[src/rtl/stopwatch_pkg.sv]
// Shared types for the stopwatch control sequencer: one-hot FSM state
// encoding and the saved step mode.
package stopwatch_pkg;

    localparam int STATE_W = 5;

    typedef enum logic [STATE_W-1:0] {
        IDLE     = 5'b00001,
        RUN_ONES = 5'b00010,
        RUN_TENS = 5'b00100,
        PAUSED   = 5'b01000,
        CLEARING = 5'b10000
    } state_t;

    typedef enum logic {
        ONES = 1'b0,
        TENS = 1'b1
    } mode_t;

    function automatic logic is_run(input state_t s);
        return (s == RUN_ONES) || (s == RUN_TENS);
    endfunction

endpackage

[src/rtl/button_debounce.sv]
// Push-button conditioner: 2-flop synchronizer, consecutive-high debounce
// counter and a one-cycle press pulse per debounced rising edge.
module button_debounce #(
    parameter int DEBOUNCE_CYCLES = 1_000
) (
    input  logic clk,
    input  logic n_rst,
    input  logic btn_raw,
    output logic press
);

    localparam int CW = $clog2(DEBOUNCE_CYCLES + 1);
    localparam logic [CW-1:0] CNT_LAST = CW'(DEBOUNCE_CYCLES - 1);

    logic          sync_q1;
    logic          sync_q2;
    logic [CW-1:0] cnt;
    logic          level;
    logic          level_q;

    // Synchronize, count consecutive high samples, latch the debounced level.
    always_ff @(posedge clk or negedge n_rst) begin
        if (!n_rst) begin
            sync_q1 <= 1'b0;
            sync_q2 <= 1'b0;
            cnt     <= '0;
            level   <= 1'b0;
            level_q <= 1'b0;
        end else begin
            sync_q1 <= btn_raw;
            sync_q2 <= sync_q1;
            level_q <= level;
            if (!sync_q2) begin
                cnt   <= '0;
                level <= 1'b0;
            end else if (!level) begin
                if (cnt == CNT_LAST) begin
                    level <= 1'b1;
                end else begin
                    cnt <= cnt + 1'b1;
                end
            end
        end
    end

    assign press = level & ~level_q;

endmodule

[src/rtl/stopwatch_ctrl.sv]
// Stopwatch control sequencer: four conditioned buttons drive a one-hot
// run/pause/clear FSM; a prescaler turns clk into count ticks for the BCD
// datapath. Optional build macro STOPWATCH_AUTOSTOP_EN pauses at count 99
// instead of letting the datapath wrap.
module stopwatch_ctrl
    import stopwatch_pkg::*;
#(
    parameter int TICK_CYCLES     = 10_000_000,
    parameter int DEBOUNCE_CYCLES = 1_000
) (
    input  logic               clk,
    input  logic               n_rst,
    input  logic               one_button,
    input  logic               ten_button,
    input  logic               pause_button,
    input  logic               clear_button,
    input  logic               count_at_max,
    output logic               count_tick,
    output logic               count_step,
    output logic               count_clear,
    output logic [STATE_W-1:0] fsm_state
);

    localparam int PW = $clog2(TICK_CYCLES);
    localparam logic [PW-1:0] PRESC_LAST = PW'(TICK_CYCLES - 1);

    logic          one_press;
    logic          ten_press;
    logic          pause_press;
    logic          clear_press;
    state_t        state;
    state_t        state_nxt;
    mode_t         mode;
    logic [PW-1:0] presc;
    logic [PW-1:0] presc_nxt;
    logic          tick_due;
    logic          at_stop;

    button_debounce #(.DEBOUNCE_CYCLES(DEBOUNCE_CYCLES)) u_btn_one (
        .clk(clk), .n_rst(n_rst), .btn_raw(one_button), .press(one_press)
    );
    button_debounce #(.DEBOUNCE_CYCLES(DEBOUNCE_CYCLES)) u_btn_ten (
        .clk(clk), .n_rst(n_rst), .btn_raw(ten_button), .press(ten_press)
    );
    button_debounce #(.DEBOUNCE_CYCLES(DEBOUNCE_CYCLES)) u_btn_pause (
        .clk(clk), .n_rst(n_rst), .btn_raw(pause_button), .press(pause_press)
    );
    button_debounce #(.DEBOUNCE_CYCLES(DEBOUNCE_CYCLES)) u_btn_clear (
        .clk(clk), .n_rst(n_rst), .btn_raw(clear_button), .press(clear_press)
    );

    assign tick_due = is_run(state) && (presc == PRESC_LAST);

`ifdef STOPWATCH_AUTOSTOP_EN
    // A tick that would roll 99 over to 00 is swallowed and the watch pauses.
    assign at_stop = tick_due & count_at_max;
`else
    logic unused_count_at_max;
    assign unused_count_at_max = count_at_max;
    assign at_stop = 1'b0;
`endif

    // State register.
    always_ff @(posedge clk or negedge n_rst) begin
        if (!n_rst) begin
            state <= IDLE;
        end else begin
            state <= state_nxt;
        end
    end

    // Next-state logic; event priority is clear > pause > ten > one.
    always_comb begin
        state_nxt = state;
        case (state)
            IDLE: begin
                if (clear_press)    state_nxt = CLEARING;
                else if (ten_press) state_nxt = RUN_TENS;
                else if (one_press) state_nxt = RUN_ONES;
            end
            RUN_ONES: begin
                if (clear_press)                 state_nxt = CLEARING;
                else if (at_stop || pause_press) state_nxt = PAUSED;
                else if (ten_press)              state_nxt = RUN_TENS;
            end
            RUN_TENS: begin
                if (clear_press)                 state_nxt = CLEARING;
                else if (at_stop || pause_press) state_nxt = PAUSED;
                else if (one_press)              state_nxt = RUN_ONES;
            end
            PAUSED: begin
                if (clear_press)      state_nxt = CLEARING;
                else if (pause_press) state_nxt = (mode == TENS) ? RUN_TENS : RUN_ONES;
                else if (ten_press)   state_nxt = RUN_TENS;
                else if (one_press)   state_nxt = RUN_ONES;
            end
            CLEARING: state_nxt = IDLE;
            default:  state_nxt = IDLE;
        endcase
    end

    // Outputs: tick is combinational from state and prescaler, clear from state.
    always_comb begin
        count_tick  = tick_due & ~at_stop;
        count_clear = (state == CLEARING);
        count_step  = (mode == TENS);
        fsm_state   = state;
    end

    // Saved mode follows every entry into a RUN state and holds otherwise.
    always_ff @(posedge clk or negedge n_rst) begin
        if (!n_rst) begin
            mode <= ONES;
        end else if (state_nxt == RUN_TENS) begin
            mode <= TENS;
        end else if (state_nxt == RUN_ONES) begin
            mode <= ONES;
        end
    end

    // Prescaler next value: count in RUN, hold in PAUSED, zero elsewhere.
    always_comb begin
        presc_nxt = '0;
        if (is_run(state)) begin
            presc_nxt = tick_due ? '0 : presc + 1'b1;
        end else if (state == PAUSED) begin
            presc_nxt = presc;
        end
    end

    // Prescaler register.
    always_ff @(posedge clk or negedge n_rst) begin
        if (!n_rst) begin
            presc <= '0;
        end else begin
            presc <= presc_nxt;
        end
    end

endmodule
[config.mk]
export PLATFORM = sky130hd
export DESIGN_NAME = stopwatch_ctrl
export DESIGN_NICKNAME = d
export VERILOG_FILES = /design/src/rtl/stopwatch_pkg.sv /design/src/rtl/button_debounce.sv /design/src/rtl/stopwatch_ctrl.sv
export SDC_FILE = /design/constraint.sdc
export NUM_CORES = 1
export LEC_CHECK = 0
export CAP_MARGIN = 30
export CORE_UTILIZATION = 50
export CTS_BUF_LIST = sky130_fd_sc_hd__clkbuf_2 sky130_fd_sc_hd__clkbuf_4 sky130_fd_sc_hd__clkbuf_8
export DETAILED_ROUTE_END_ITERATION = 7
export PLACE_DENSITY_LB_ADDON = 0.3
export RECOVER_POWER = 100
export SYNTH_ARGS = -nofsm -noshare
export SYNTH_HDL_FRONTEND = slang
export SYNTH_SLANG_ARGS = --single-unit
[constraint.sdc]
create_clock -name clk -period 1.96 [get_ports clk]
set_input_delay 0.294 -clock clk [delete_from_list [all_inputs] [get_ports clk]]
set_output_delay 0.294 -clock clk [all_outputs]
set_load 0.01 [all_outputs]
Word level (Yosys, flattened, before mapping):

Index checks and enable logic that the tools add are counted.

* register bits after elaboration: 86
* logic and storage cells: 105

* add/subtract/negate cells: 5
* eq/ne operators: 21
* multiplexer cells: 41
* bitwise operators: 8
* reduce and logical (&&, ||, !) cells: 7

Operator list (number)
* $mux 10: 12
* $mux 24: 3
* $mux 5: 10
* $add 10x1->10 const B: 4
* $eq 10x10->1 const B: 4
* $add 24x1->24 const B: 1
* $eq 24x24->1 const B: 1
* $pmux 5 s4: 1
* $ne 2x2->1 const B: 9
* $mux 1: 14
* $eq 5x2->1 const B: 2
* $eq 5x3->1 const B: 2
* $reduce_and 2->1: 4
* $eq 5x1->1 const B: 1
* $eq 5x4->1 const B: 1
* $eq 5x5->1 const B: 1
* $and 1x1->1: 4
* $not 1->1: 4
* $mux 3: 1
* $reduce_bool 2->1: 1
* $logic_and 1x1->1: 1
* $logic_or 1x1->1: 1

Depth between registers and ports, before layout:

Gate-level depths: netlist of run 1.

* depth in word-level cells: 10
* gate-level depth with buffers: 8

Modules after synthesis:

From an unflattened synthesis of run 1, not the netlist that was laid out.

* cell total of the unflattened synthesis: 482
* area total of the unflattened synthesis: 4757.1 um^2

Modules (own cells, without submodules)
* button_debounce: instances 4, cells an instance 68, area an instance 724.4 um^2, sequential area each 350.3 um^2
* stopwatch_ctrl: instances 1, cells an instance 210, area an instance 1859.3 um^2, sequential area each 752.0 um^2

Worst setup path after synthesis of run 1:

OpenSTA, ideal clock, no wires.

* path type: reg-to-reg
* start: register state[2], in the netlist fsm_state[2]
* end: register presc[11]
* setup time: 0.069 ns
* arrival time: 1.906 ns
* data required time: 1.891 ns
* setup slack: -0.015 ns
* cell stages (with the launch flop): 7
* buffers on the path: 1
* path through: dfrtp_1 buf_6 or3_4 o2bb2a_4 a21o_4 or4_1 nand3_1

* longest elaborated chain between the ends: 5
* elaborated cells on any way between the ends: 8

RTL lines
* start: declaration: line stopwatch_ctrl.sv:31 `state_t state;`
* start signal: assignment: line stopwatch_ctrl.sv:68 `state <= state_nxt;`
* $eq 5x2->1 or $eq 5x3->1 (tied branches): line stopwatch_pkg.sv:21 `return (s == RUN_ONES) || (s == RUN_TENS);`
* $logic_or 1x1->1: line stopwatch_pkg.sv:21
* $logic_and 1x1->1: line stopwatch_ctrl.sv:52 `assign tick_due = is_run(state) && (presc == PRESC_LAST);`
* $mux 24: line stopwatch_ctrl.sv:125 `presc_nxt = tick_due ? '0 : presc + 1'b1;`
* $mux 24: line stopwatch_ctrl.sv:124 `if (is_run(state)) begin`
* end signal: assignment: line stopwatch_ctrl.sv:136 `presc <= presc_nxt;`
* end: declaration: line stopwatch_ctrl.sv:34 `logic [PW-1:0] presc;`

Several ways; a longest one is shown, not always the timed one.
A chain may end at the register's enable or synchronous reset.

Worst setup path after layout of run 1:

* start: register presc[11]
* end: output count_tick

* longest elaborated chain between the ends: 2

RTL lines
* $eq 24x24->1: line stopwatch_ctrl.sv:52
* $logic_and 1x1->1: line stopwatch_ctrl.sv:52
* end: declaration: line stopwatch_ctrl.sv:18 `output logic count_tick,`

No other way between the ends.

==> run_results.csv, run 1 <==
group,metric,value,unit
timing,fmax,479,MHz
clock_tree,clockBufferDepth,2,
critical_path,crit_path_cell_trace,"or4b_4, nor4_4, nand2_1, nor2_1, buf_2",
detailed_routing,firstDrtPassIters,5,
timing,grt_setup_unrepaired,"yes",
yosys,yosys.area.top_type,"dfrtp_1",
final_layout,post-route-cell-area,5400,um2
clock_tree,insertion_delay,0.36,ns
final_layout,insertedDiodeCount,0,
timing,finalSetupViolCount,17,
clock_tree,clock_sinks,86,
pwr,p_int,2570,uW
placement,dp_cells,574,
floorplanning,io_pins,15,
pwr,switchingPower,723,uW
global_routing,overflow,0,
yosys,synth_top_area_frac,0.488,
critical_path,critPathRequiredTime,1.67,ns
final_layout,multi_input_area,2170,um2
critical_path,critPathMaxStageDelay,0.55,ns
global_routing,grt_max_degree,62,
timing,fin_crit_sh,1.06,
global_routing,antenna_found_initial,0,
timing,finalHoldViolations,0,
critical_path,crit_path_max_fanout,2,
floorplanning,start_util,0.523,
detailed_routing,num_vias,3481,
pwr,swShare,0.219,
timing,worst_pin_slew,0.720,ns
yosys,ys_ff_latch,86,
yosys,syn_nets,435,
final_layout,nNetsFinal,508,
clock_tree,cts_buffers,9,
yosys,ys_async_sr_fraction,1.00,
pwr,comb_power_share,0.033,
floorplanning,die-area,9100,um2
detailed_routing,wire_per_inst,15.4,um
final_layout,fin_cells,605,
final_layout,final_util,0.647,
floorplanning,dieWidth,95.4,um
pwr,pwr-share-seq,0.555,
yosys,yosysSeqAreaShare,0.494,
pwr,cellLeakagePower,0.00249,uW
pwr,p_total,3300,uW
hold_path,hp-class,"reg -> reg",
yosys,synth_cell_types,62,
yosys,synth_edf_count,0,
final_layout,nFillCells,654,
hold_path,whs_path_depth,0,
status,run_status,"finished, violations left",
detailed_routing,viasPerCell,5.75,
detailed_routing,ant_nets,0,
critical_path,worstSetupPathType,"reg -> out",
critical_path,arrival,1.79,ns
floorplanning,coreArea,8340,um2
placement,numPortBuffers,13,
yosys,netlist_top_cells_area,"dfrtp_1 49%, xnor2_1 4.6%, and2_1 3.9%",
detailed_routing,drtIter0Drc,226,
floorplanning,die_y,95.4,um
placement,hpwl,5.78,mm
yosys,synthFlopType,"dfrtp_1",
timing,slew_headroom,0.514,
critical_path,start_kind,"register",
final_layout,area_growth,23.8,%
final_layout,layout_commonest_cell,"dfrtp_1",
job,drv_cap,0,
critical_path,critPathSlowestCell,"or4b_4",
critical_path,path_buf_inv,1,
status,violations,"setup timing",
final_layout,layout-drive-gt1-share,0.222,
timing,fin_worst_skew,0.00978,ns
timing,timing.final.ws_setup,-0.127,ns
final_layout,register_area,2150,um2
critical_path,crit_family,"simple AND/OR/NAND/NOR gates",
pwr,powerDensity,611,nW/um2
critical_path,endpoint_kind,"output port",
pwr,p_clk_frac,0.412,
global_routing,grt_pass1_vias,3293,
detailed_routing,routed_wl,9.31,mm
clock_tree,cts_tree,"done",
critical_path,worst-path-stages,5,
floorplanning,row_count,33,
final_layout,final_cell_mix,"84 x dfrtp_1, 49 x buf_4, 32 x nand2_1, 24 x nor2_1, 24 x nand4_1",
yosys,synthCells,423,
critical_path,r2r_cells,7,
detailed_routing,drc,0,
yosys,synth_area_per_cell,10.3,um2
timing,fin_crit,2.09,ns
clock_tree,clk_pin_slew,0.08,ns
global_routing,grt_usage,0.216,
pwr,vdd_drop_max,0.379,mV
yosys,syn_area,4360,um2
timing,final_max_slew_viol_count,0,
placement,routabilityCongestion,0.885,
placement,dpl_cell_area,4930,um2
clock_tree,root_buffer,"clkbuf_8",
clock_tree,cts_htree_levels,3,
global_routing,grt_pass1_wl,15.1,mm
yosys,ys_warn_count,0,
[cell type report]
class                           count  share of cell area
Clock buffer                       10              0.0243
Clock inverter                      5              0.0155
Inverter                           10             0.00695
Multi-Input combinational cell    310               0.402
Sequential cell                    86               0.399
Tap cell                          105              0.0243
Timing Repair Buffer               79               0.128
[logic make-up after synthesis]
kind of cell / after synthesis / synth area share
buf+inv: 27 / 0.0295
mux: 5 / 0.0115
xor+xnor: 38 / 0.0763
compound gates: 69 / 0.114
simple gates: 193 / 0.261
flops: 86 / 0.494
fa+ha+maj: 5 / 0.0143
[cells in the mapped netlist, types with 3 or more instances]
cell type / instances
dfrtp_1: 85
nand2_1: 32
and2_1: 27
nand4_1: 24
nor2_1: 24
xnor2_1: 23
nand3_1: 20
and3_1: 15
xor2_1: 15
a31oi_1: 13
o21ai_0: 13
clkbuf_1: 12
a21oi_1: 11
inv_1: 10
nor2b_1: 9
a41oi_1: 7
nand2b_1: 6
nor3_1: 6
and4_1: 5
ha_1: 5
mux2i_1: 5
a22o_1: 3
buf_6: 3
nor3b_1: 3
[path summary, 6_finish.rpt]
| check | start | end | slack (ns) |
|---|---|---|---|
| max reg2reg | presc[11] | presc[10] | -0.12 |
| min | u_btn_clear.sync_q1 | u_btn_clear.sync_q2 | 0.35 |
| max in group asynchronous | n_rst | fsm_state[0] | 0.46 |
| min reg2reg | u_btn_clear.sync_q1 | u_btn_clear.sync_q2 | 0.35 |
| max | presc[11] | count_tick | -0.13 |
| min in group asynchronous | n_rst | presc[8] | 0.52 |
[what timing repair did]
action                     CTS  global route
hold endpoints to repair    25             0
gates resized for setup     14            27
pin swaps                    9            18
gates cloned                 0             1
setup endpoints to repair   25            30
hold buffers                 1             0
setup buffers                9             6
[stage by stage]
stage                     TNS, ns  hold WS, ns  setup WS (ns)
after floorplan                 0     -0.00159        0.00728
after global placement      -2.62        0.244         -0.314
after detailed placement    -3.08        0.245         -0.322
after CTS                   -1.29        0.352         -0.208
after global routing        -4.34        0.363         -0.198
final                      -0.952        0.352         -0.127
[sequential cells by signal, indices dropped and copies added (netlist names), 5 cells and up]
signal,flops
u_btn_ten.cnt,10
presc,24
u_btn_clear.cnt,10
u_btn_one.cnt,10
fsm_state,5
u_btn_pause.cnt,10
[metal layers]
layer  routed length (um)  vias up  global-route usage
li1                     -     1682                   -
met1                 4050     1715               0.275
met2                 4790       70               0.363
met3                  345       14              0.0566
met4                  129        0              0.0647
met5                    0        -                   0
[power by group through the flow]
stage               registers (uW)  logic (uW)  clock network (uW)
global route                  1840         129                1470
CTS                           1830         119                1410
floorplan                     1860        55.4                   0
global placement              1860         111                   0
finish                        1830         109                1360
detailed placement            1870         116                   0
(Power assumes the default switching activity.)
==> run 2, diff against run 1 <==
--- a/config.mk
+++ b/config.mk
@@ -11,6 +11,7 @@
 export DETAILED_ROUTE_END_ITERATION = 7
 export PLACE_DENSITY_LB_ADDON = 0.3
 export RECOVER_POWER = 100
+export SKIP_LAST_GASP = 1
 export SYNTH_ARGS = -nofsm -noshare
 export SYNTH_HDL_FRONTEND = slang
 export SYNTH_SLANG_ARGS = --single-unit
==> run_results.csv, run 2 (synthesis results as in run 1) <==
group,metric,value,unit
status,run_status,"finished, violations left",
status,violations,"setup timing",
floorplanning,dieWidth,95.4,um
critical_path,rrSetupSlack,-0.11,ns
clock_tree,clockBufferDepth,2,
hold_path,min_from,"u_btn_clear.sync_q1",
timing,final_max_slew_viol_count,0,
detailed_routing,firstDrtPassIters,4,
timing,worst_pin_slew,0.719,ns
detailed_routing,ant_nets,0,
timing,whs,0.352,ns
floorplanning,die_y,95.4,um
final_layout,insertedDiodeCount,0,
global_routing,grt_pass1_wl,15.1,mm
final_layout,post-route-cell-area,5290,um2
pwr,powerDensity,624,nW/um2
placement,routabilityCongestion,0.885,
critical_path,start_kind,"register",
job,drv_cap,0,
final_layout,fin_cells,602,
detailed_routing,drc,0,
floorplanning,io_pins,15,
pwr,cellLeakagePower,0.00246,uW
critical_path,path_buf_inv,1,
placement,numPortBuffers,13,
floorplanning,die-area,9100,um2
detailed_routing,wl_met3,326,um
global_routing,overflow,0,
clock_tree,clock_sinks,86,
timing,finalSetupViolCount,20,
clock_tree,cts_buffers,9,
detailed_routing,dr_wl_met2,4.56,mm
timing,timing.final.ws_setup,-0.143,ns
critical_path,endpoint_kind,"output port",
clock_tree,cts_tree,"done",
final_layout,largest_register_ffs,24,
detailed_routing,maxUsedRoutingLayer,"met4",
critical_path,critPathMaxStageDelay,0.55,ns
placement,dpl_cell_area,4930,um2
critical_path,r2r_cells,7,
clock_tree,cts_htree_levels,3,
placement,dp_cells,574,
timing,slew_headroom,0.514,
timing,fmax,476,MHz
final_layout,layout_commonest_cell,"dfrtp_1",
timing,fin_crit_sh,1.07,
floorplanning,coreArea,8340,um2
detailed_routing,viasPerCell,5.68,
final_layout,final_util,0.635,
final_layout,area_growth,21.4,%
placement,hpwl,5.78,mm
critical_path,crit_family,"simple AND/OR/NAND/NOR gates",
critical_path,r2r_start,"presc[11]",
final_layout,nFillCells,670,
hold_path,hp-class,"reg -> reg",
global_routing,grt_usage,0.216,
global_routing,grt_pass1_vias,3289,
detailed_routing,drtIter0Drc,171,
final_layout,layout-drive-gt1-share,0.201,
timing,grt_setup_unrepaired,"yes",
clock_tree,clk_pin_slew,0.08,ns
critical_path,crit_path_cell_trace,"or4b_4, nor4_4, nand2_1, nor2_1, buf_2",
final_layout,final_cell_mix,"84 x dfrtp_1, 53 x buf_4, 32 x nand2_1, 24 x nor2_1, 24 x nand4_1",
timing,fin_crit,2.10,ns
global_routing,antenna_found_initial,0,
critical_path,critPathRequiredTime,1.67,ns
critical_path,arrival,1.81,ns
clock_tree,root_buffer,"clkbuf_8",
timing,finalHoldViolations,0,
hold_path,whs_path_depth,0,
detailed_routing,wire_per_inst,14.9,um
detailed_routing,met1_length,3.98,mm
floorplanning,start_util,0.523,
timing,fin_worst_skew,0.0111,ns
critical_path,r2r_end,"presc[3]",
pwr,vdd_drop_max,0.379,mV
critical_path,worstSetupPathType,"reg -> out",
final_layout,nNetsFinal,505,
global_routing,grt_max_degree,62,
clock_tree,insertion_delay,0.36,ns
critical_path,critPathSlowestCell,"or4b_4",
critical_path,crit_path_max_fanout,2,
detailed_routing,routed_wl,8.99,mm
final_layout,regMostFlops,"presc",
hold_path,min_to,"u_btn_clear.sync_q2",
floorplanning,row_count,33,
detailed_routing,num_vias,3418,
==> run 2: cell types whose count changed in the layout (fill, tap and decap cells not counted), sizes merged <==
cell  change
buf       -3
==> run 2: layout make-up <==
cell class	count	area (um2)	share of cell area
repair buffers	76	621	0.117
inverters	10	37.5	0.00709
flip-flops and latches	86	2150	0.407
clock buffers	10	131	0.0248
well taps	105	131	0.0248
multi-input cells	310	2130	0.403
clock inverters	5	83.8	0.0158
==> run 2: report_power, final <==
group	switching, uW	internal (uW)	total [uW]
Combinational	64.5	44.5	109
Sequential	30.8	1800	1830
Clock	635	729	1360
==> run 2: worst reg2reg max path, delay by kind of cell, from the launching register on <==
family | cells | cell delay, ns
flops | 1 | 0.39
simple gates | 2 | 0.75
buf+inv | 3 | 0.49
compound gates | 2 | 0.31
==> run 2: repair_timing <==
item,in CTS,in global routing
gates cloned,0,0
setup buffers,9,3
resized for setup,11,11
endpoints found under the setup margin,25,34
hold buffers,1,0
pin swaps,8,5
hold endpoints to repair,25,0
==> run 2: routing by layer <==
layer / vias to the layer above / global-route usage
li1: 1674 / -
met1: 1669 / 0.274
met2: 62 / 0.363
met3: 13 / 0.0566
met4: 0 / 0.0609
met5: - / 0
==> run 2: worst max-delay path by stage <==
stage,end,cells after the start,from
2_1_floorplan,presc[11],6,fsm_state[2]
3_3_place_gp,presc[13],6,fsm_state[3]
3_5_place_dp,presc[13],6,fsm_state[3]
4_1_cts,count_tick,5,presc[11]
5_1_grt,count_tick,5,presc[11]
6_report,count_tick,5,presc[11]
==> run 2: stage by stage <==
| stage | power (uW) | TNS, ns | setup WS, ns |
|---|---|---|---|
| floorplan | 1910 | 0 | 0.00728 |
| global placement | 1980 | -2.62 | -0.314 |
| detailed placement | 1980 | -3.08 | -0.322 |
| CTS | 3360 | -1.35 | -0.208 |
| global route | 3440 | -4.58 | -0.217 |
| finish | 3300 | -0.961 | -0.143 |
